`src/rtl/uart_boot_loader.sv`:
```
// uart_boot_loader: pops framed bytes (HEADER, N, N data, checksum) from the
// UART rx FIFO, writes the payload to imem, and releases the CPU on a good frame.
//   clk, reset_n          : clock, async active-low reset
//   rx_empty, r_data      : rx FIFO status and head byte
//   rd_uart               : one-cycle FIFO pop strobe
//   load_req              : re-arm pulse (honoured only in RUN)
//   imem_we/addr/wdata    : registered imem write port
//   cpu_run, load_busy    : CPU run enable, frame in progress
//   load_err              : sticky error, cleared by the next HEADER
module uart_boot_loader #(
  parameter int         ADDR_W  = 8,
  parameter logic [7:0] HEADER  = 8'hA5,
  parameter int         TIMEOUT = 1_000_000
) (
  input  logic              clk,
  input  logic              reset_n,
  input  logic              rx_empty,
  input  logic [7:0]        r_data,
  output logic              rd_uart,
  input  logic              load_req,
  output logic              imem_we,
  output logic [ADDR_W-1:0] imem_addr,
  output logic [7:0]        imem_wdata,
  output logic              cpu_run,
  output logic              load_busy,
  output logic              load_err
);

  localparam int TW = $clog2(TIMEOUT + 1);

  typedef enum logic [2:0] {
    S_IDLE, S_LEN, S_DATA, S_CSUM, S_RUN
  } state_t;

  state_t            state_q, state_d;
  logic              pop_q;
  logic              pop;
  logic              busy;
  logic              tout;
  logic              err_set;
  logic [7:0]        cnt_q;
  logic [7:0]        sum_q;
  logic [7:0]        sum_nx;
  logic [ADDR_W-1:0] addr_q;
  logic [TW-1:0]     tcnt_q;

  assign busy   = (state_q == S_LEN) || (state_q == S_DATA) ||
                  (state_q == S_CSUM);
  // reset_n gates the strobe so nothing is popped while reset is held
  assign pop    = reset_n && !rx_empty && !pop_q && (state_q != S_RUN);
  assign sum_nx = sum_q + r_data;
  // this cycle would be the TIMEOUT-th consecutive empty one
  assign tout   = busy && rx_empty && (tcnt_q == TW'(TIMEOUT - 1));

  always_ff @(posedge clk or negedge reset_n) begin
    if (!reset_n) state_q <= S_IDLE;
    else          state_q <= state_d;
  end

  always_comb begin
    state_d = state_q;
    err_set = 1'b0;
    unique case (state_q)
      S_IDLE:
        if (pop && r_data == HEADER) state_d = S_LEN;
      S_LEN:
        if (pop) begin
          if (r_data == 8'h00) begin
            state_d = S_IDLE;
            err_set = 1'b1;
          end else begin
            state_d = S_DATA;
          end
        end
      S_DATA:
        if (pop && cnt_q == 8'd1) state_d = S_CSUM;
      S_CSUM:
        if (pop) begin
          if (sum_nx == 8'h00) begin
            state_d = S_RUN;
          end else begin
            state_d = S_IDLE;
            err_set = 1'b1;
          end
        end
      S_RUN:
        if (load_req) state_d = S_IDLE;
      default:
        state_d = S_IDLE;
    endcase
    if (tout) begin
      state_d = S_IDLE;
      err_set = 1'b1;
    end
  end

  always_comb begin
    cpu_run   = (state_q == S_RUN);
    load_busy = busy;
    rd_uart   = pop;
  end

  always_ff @(posedge clk or negedge reset_n) begin
    if (!reset_n) begin
      pop_q      <= 1'b0;
      cnt_q      <= '0;
      sum_q      <= '0;
      addr_q     <= '0;
      tcnt_q     <= '0;
      imem_we    <= 1'b0;
      imem_addr  <= '0;
      imem_wdata <= '0;
      load_err   <= 1'b0;
    end else begin
      pop_q   <= pop;
      imem_we <= 1'b0;
      if (!busy || pop) tcnt_q <= '0;
      else if (rx_empty) tcnt_q <= tcnt_q + 1'b1;
      if (err_set) load_err <= 1'b1;
      if (pop) begin
        unique case (state_q)
          S_IDLE:
            if (r_data == HEADER) begin
              load_err <= 1'b0;
              sum_q    <= '0;
              addr_q   <= '0;
            end
          S_LEN: begin
            cnt_q <= r_data;
            sum_q <= r_data;
          end
          S_DATA: begin
            imem_we    <= 1'b1;
            imem_addr  <= addr_q;
            imem_wdata <= r_data;
            addr_q     <= addr_q + 1'b1;
            sum_q      <= sum_nx;
            cnt_q      <= cnt_q - 1'b1;
          end
          default: ;
        endcase
      end
    end
  end

endmodule

```
`config.mk`:
```
export PLATFORM = sky130hd
export DESIGN_NAME = uart_boot_loader
export DESIGN_NICKNAME = d
export VERILOG_FILES = /design/src/rtl/uart_boot_loader.sv
export SDC_FILE = /design/constraint.sdc
export NUM_CORES = 1
export LEC_CHECK = 0
export CORE_ASPECT_RATIO = 0.5
export CORE_MARGIN = 1.5
export CORE_UTILIZATION = 52
export DETAILED_ROUTE_END_ITERATION = 16
export MAX_ROUTING_LAYER = met4
export PLACE_DENSITY = 0.74
export SLEW_MARGIN = 20
export SYNTH_ARGS = -nofsm -noshare
export SYNTH_HDL_FRONTEND = slang
export SYNTH_SLANG_ARGS = --single-unit
```
`constraint.sdc`:
```
create_clock -name clk -period 2.2 [get_ports clk]
set_input_delay 0.44 -clock clk [delete_from_list [all_inputs] [get_ports clk]]
set_output_delay 0.44 -clock clk [all_outputs]
set_load 0.01 [all_outputs]
```
After elaboration in Yosys (flattened, before gate mapping)

Index checks and enable logic that the tools add are counted.

Equality and inequality tests: 14
Reductions and logical operators: 25
Multiplexer cells: 27
$add $sub $neg: 4

Operators with widths:

| kind                                                               | number |
|---|---|
| 20-bit two-way mux                                                 | 2 |
| 8-bit case mux with 2 select lines                                 | 2 |
| 8-bit case mux with 3 select lines                                 | 1 |
| 3-bit two-way mux                                                  | 7 |
| 20-bit by 1-bit adder with 20-bit output, second input constant    | 1 |
| 20-bit == test, second input constant                              | 1 |
| 8-bit zero test                                                    | 2 |
| 3-bit case mux with 5 select lines                                 | 1 |
| 3-bit != test, second input constant                               | 4 |
| 1-bit two-way mux                                                  | 11 |
| 8-bit by 1-bit adder with 8-bit output, second input constant      | 1 |
| 8-bit adder                                                        | 1 |
| 8-bit by 1-bit == test with 1-bit output, second input constant    | 1 |
| 8-bit == test, second input constant                               | 1 |
| 8-bit two-way mux                                                  | 1 |
| 8-bit by 1-bit subtractor with 8-bit output, second input constant | 1 |
| 1-bit logical AND                                                  | 7 |
| 3-bit by 2-bit == test with 1-bit output, second input constant    | 2 |
| 3-bit by 2-bit != test with 1-bit output, second input constant    | 2 |
| 3-bit AND reduction                                                | 2 |
| 2-bit nonzero test                                                 | 3 |
| 5-bit AND reduction                                                | 1 |
| 2-bit AND reduction                                                | 2 |
| 3-bit by 1-bit == test with 1-bit output, second input constant    | 1 |
| 8 further kinds                                                    | 12 |

Input port bits: 12
Flip-flop bits (word level): 66
Logic and storage cells: 80
Output and inout port bits: 21

Logic depth before layout (Yosys ltp)

Depth after elaboration: 11
Mapped depth: 8
Depth with buffers taken out: 8

Worst setup path after synthesis

Ideal clock, no wire load.

Path kind: input to register
From: input r_data[0]
To: register load_err
Stages: 8
Path buffers: 0
Required time: 2.070 ns
Setup slack: -0.283 ns
Data arrival time: 2.353 ns
Setup time: 0.130 ns
Path through: ha_1 -> fa_1 -> a21o_1 -> a21oi_2 -> xnor2_1 -> or4_4 -> o41ai_2 -> a21oi_1

Cells in the longest elaborated chain, start to end: 10
Elaborated cells on any way between the ends: 14
Classes of those cells: 1 x add/sub; 1 x eq/ne; 10 x mux; 2 x reduce/logical

RTL lines:

| what                               | RTL line | text |
|---|---|---|
| from (decl)                        | 18       | `input logic [7:0] r_data,` |
| 8-bit adder                        | 51       | `assign sum_nx = sum_q + r_data;` |
| 8-bit zero test                    | 79       | `if (sum_nx == 8'h00) begin` |
| 1-bit two-way mux                  | 79       |  |
| 1-bit two-way mux                  | 78       | `if (pop) begin` |
| 1-bit case mux with 2 select lines | 63       | `unique case (state_q)` |
| 1-bit two-way mux                  | 91       | `if (tout) begin` |
| 1-bit two-way mux                  | 119      | `if (err_set) load_err <= 1'b1;` |
| 1-bit two-way mux                  | 123      | `if (r_data == HEADER) begin` |
| 1-bit two-way mux                  | 121      | `unique case (state_q)` |
| 1-bit two-way mux *                | 120      | `if (pop) begin` |
| to (signal assigned)               | 113      | `load_err <= 1'b0;` |
| to (signal assigned)               | 119      |  |
| to (signal assigned)               | 124      | `load_err <= 1'b0;` |
| to (decl)                          | 26       | `output logic load_err` |

Mark *: on every way between the ends. The rest lies on a longest branch, timed or not.
A chain may end at the register's enable or synchronous reset.

Final worst setup path

From: register sum_q[0]
To: register load_err

Cells in the longest elaborated chain, start to end: 10

RTL lines:

| what                                 | RTL line | text |
|---|---|---|
| from (decl)                          | 42       | `logic [7:0] sum_q;` |
| from (signal assigned)               | 130      | `sum_q <= r_data;` |
| from (signal assigned)               | 137      | `sum_q <= sum_nx;` |
| 8-bit adder *                        | 51       |  |
| 8-bit zero test *                    | 79       |  |
| 1-bit two-way mux *                  | 79       |  |
| 1-bit two-way mux *                  | 78       |  |
| 1-bit case mux with 2 select lines * | 63       |  |
| 1-bit two-way mux *                  | 91       |  |
| 1-bit two-way mux *                  | 119      |  |
| 1-bit two-way mux                    | 123      |  |
| 1-bit two-way mux                    | 121      |  |
| 1-bit two-way mux *                  | 120      |  |

Marked as above.

==> qor.yml <==
status: "finished, violations left"
violations: "negative setup slack"
core_area_um2: 6650
period_needed_ps: 2440
syn_inst: 360
hold_class: "in2async"
hold_violations: 0
cts_buffers: 9
fp.dieH_um: 61.5
ys_seq_area_frac: 0.463
clock-sinks: 66
final_nets: 458
cts_tree: "done"
layout_common_cells: "dfrtp_1 (65), nor2_1 (50), buf_4 (42)"
arrival_ps: 2640
rsz0062_at_grt: "yes"
ir_drop_v: 0.000519
drv_cap: 0
drt-initial-drc-count: 245
clkSlewWorstSetupHoldPaths_ps: 50
synth_area_leaders: "dfrtp_1 (46%), nor2_1 (5.3%), mux2_2 (4.4%), xor2_1 (3.9%), ha_1 (3.9%)"
worstPathRequired_ps: 2400
syn-mean-instance-area_um2: 9.90
tightestPinTransition_ps: 824
drc: 0
hold-worst-slack_ps: 377
grt.overflow.total: 0
fp-row-count: 21
worstSetupEndpointType: "flop"
setup-tns-final_ps: -422
synth_top_area_frac: 0.463
drive_gt1_frac: 0.242
io_pins: 33
antenna_cells: 0
synth_edf_count: 0
grt_max_degree: 66
numPortBuffers: 32
synth_ff_type: "dfrtp_1"
skew_ps: 6.24
clk_latency_ps: 330
wire_per_inst_um: 15.8
grt_pass1_wl_mm: 13.7
ant_nets: 0
cts-root-buf: "clkbuf_16"
p_leak_nw: 2.04
synth_area_um2: 3560
synth_cell_type_count: 60
grt_pass1_vias: 2898
critPathKind: "reg2reg"
htree_levels: 3
initial_core_util: 0.536
final_common_cell: "dfrtp_1"
ys_seq_elements: 66
fin_crit_sh: 1.11
cts_buffer_depth: 2
start_kind: "flop"
die_x_um: 120
setup-violations-final: 2
vias: 3003
finish.utilization: 0.701
firstDrtPassIters: 5
fin_ws_ps: -239
slew_violations: 0
ys_warn_count: 0
wirelength_mm: 8.40
globalplace.congestion: 0.954
synth_nets: 384
antenna_found_initial: 0
groute.usage.overall: 0.251
area_growth_pct: 30.9
dieArea_um2: 7390
synth_area_leader_cell: "dfrtp_1"
relSlewSlack: 0.451
ys_async_sr_fraction: 1.00
crit_fanout: 2
power.density_nw_per_um2: 1220
max_freq_mhz: 410
viasPerCell: 5.67
hpwl_mm: 5.90
## per-stage QoR
| step | instance area, um2 | total power [mW] | setup WS, ps | instances |
|---|---|---|---|---|
| after floorplan | 3580 | 3.19 | -78.8 | 360 |
| after detailed placement | 4270 | 4.10 | -749 | 510 |
| after global routing | 4660 | 6.06 | -270 | 530 |
| final | 4660 | 5.70 | -239 | 530 |
| after global placement | 4270 | 4.03 | -663 | 510 |
| after CTS | 4590 | 5.55 | -271 | 528 |
## cell families after synthesis
group	count (synthesis)	synth area share
multiplexers	16	0.0499
adder cells (fa/ha/maj)	12	0.0442
AND/OR/NAND/NOR	140	0.206
AO/OA/AOI/OAI	73	0.137
flip-flops	66	0.463
buffers and inverters	24	0.0288
XOR/XNOR	29	0.0713
## path summary, 6_finish.rpt
check / startpoint / endpoint / slack (ps) / depth (start not counted)
max: sum_q[0] / load_err / -240 / 7
min: reset_n / addr_q[6] / 380 / 2
max reg2reg: sum_q[0] / load_err / -240 / 7
min reg2reg: imem_addr[7] / imem_addr[7] / 480 / 2
max in group asynchronous: reset_n / state_q[1] / 1240 / 2
min in group clk: imem_addr[7] / imem_addr[7] / 480 / 2
## cell usage after synthesis, drive strengths merged, types with 7 or more instances
library cell,number
dfrtp,66
nor2,53
a21oi,29
nand2,28
xor2,16
mux2,14
o21ai,14
xnor2,13
ha,11
inv,10
nand3,10
nand4,9
clkbuf,8
a22oi,7
nor3,7
## sequential cells by signal, indices dropped and copies added (netlist names)
register    count
imem_addr       8
sum_q           8
pop_q           1
imem_wdata      8
load_err        1
imem_we         1
addr_q          8
tcnt_q         20
cnt_q           8
state_q         3
## critical path, stage by stage (launching register included)
cell and delay [ps]:
dfrtp_1 400, ha_4 180, fa_2 450, nor4bb_1 290, nand2_1 90, or4_4 580
o41ai_4 220, a21oi_1 100
## routing by layer
layer  wire [um]  share of wire  GRT usage  up-vias
li1            -              -          -     1439
met3         477          0.057     0.0667       18
met2        4040           0.48      0.411       81
met1        3700           0.44      0.303     1465
met4         178          0.021      0.102        0
met5           0              0          -        -
## area by class of cell
cell class | instances | area, um2
Clock buffer | 10 | 239
Clock inverter | 5 | 55.1
Fill cell | 468 | 1980
Inverter | 10 | 37.5
Multi-Input combinational cell | 270 | 1880
Sequential cell | 66 | 1650
Tap cell | 92 | 115
Timing Repair Buffer | 77 | 679
## where the power goes
group | total [mW] | internal (mW) | switching [mW]
Clock | 1.40 | 0.896 | 0.506
Sequential | 1.86 | 1.55 | 0.302
Combinational | 2.44 | 1.23 | 1.22
## repair_timing
| action | CTS | global route |
|---|---|---|
| hold endpoints to repair | 1 | 0 |
| resized for setup | 5 | 10 |
| pin swaps | 5 | 8 |
| setup buffers | 2 | 2 |
| setup endpoints to repair | 15 | 13 |
| hold buffers | 1 | 0 |
(Power assumes the default switching activity.)
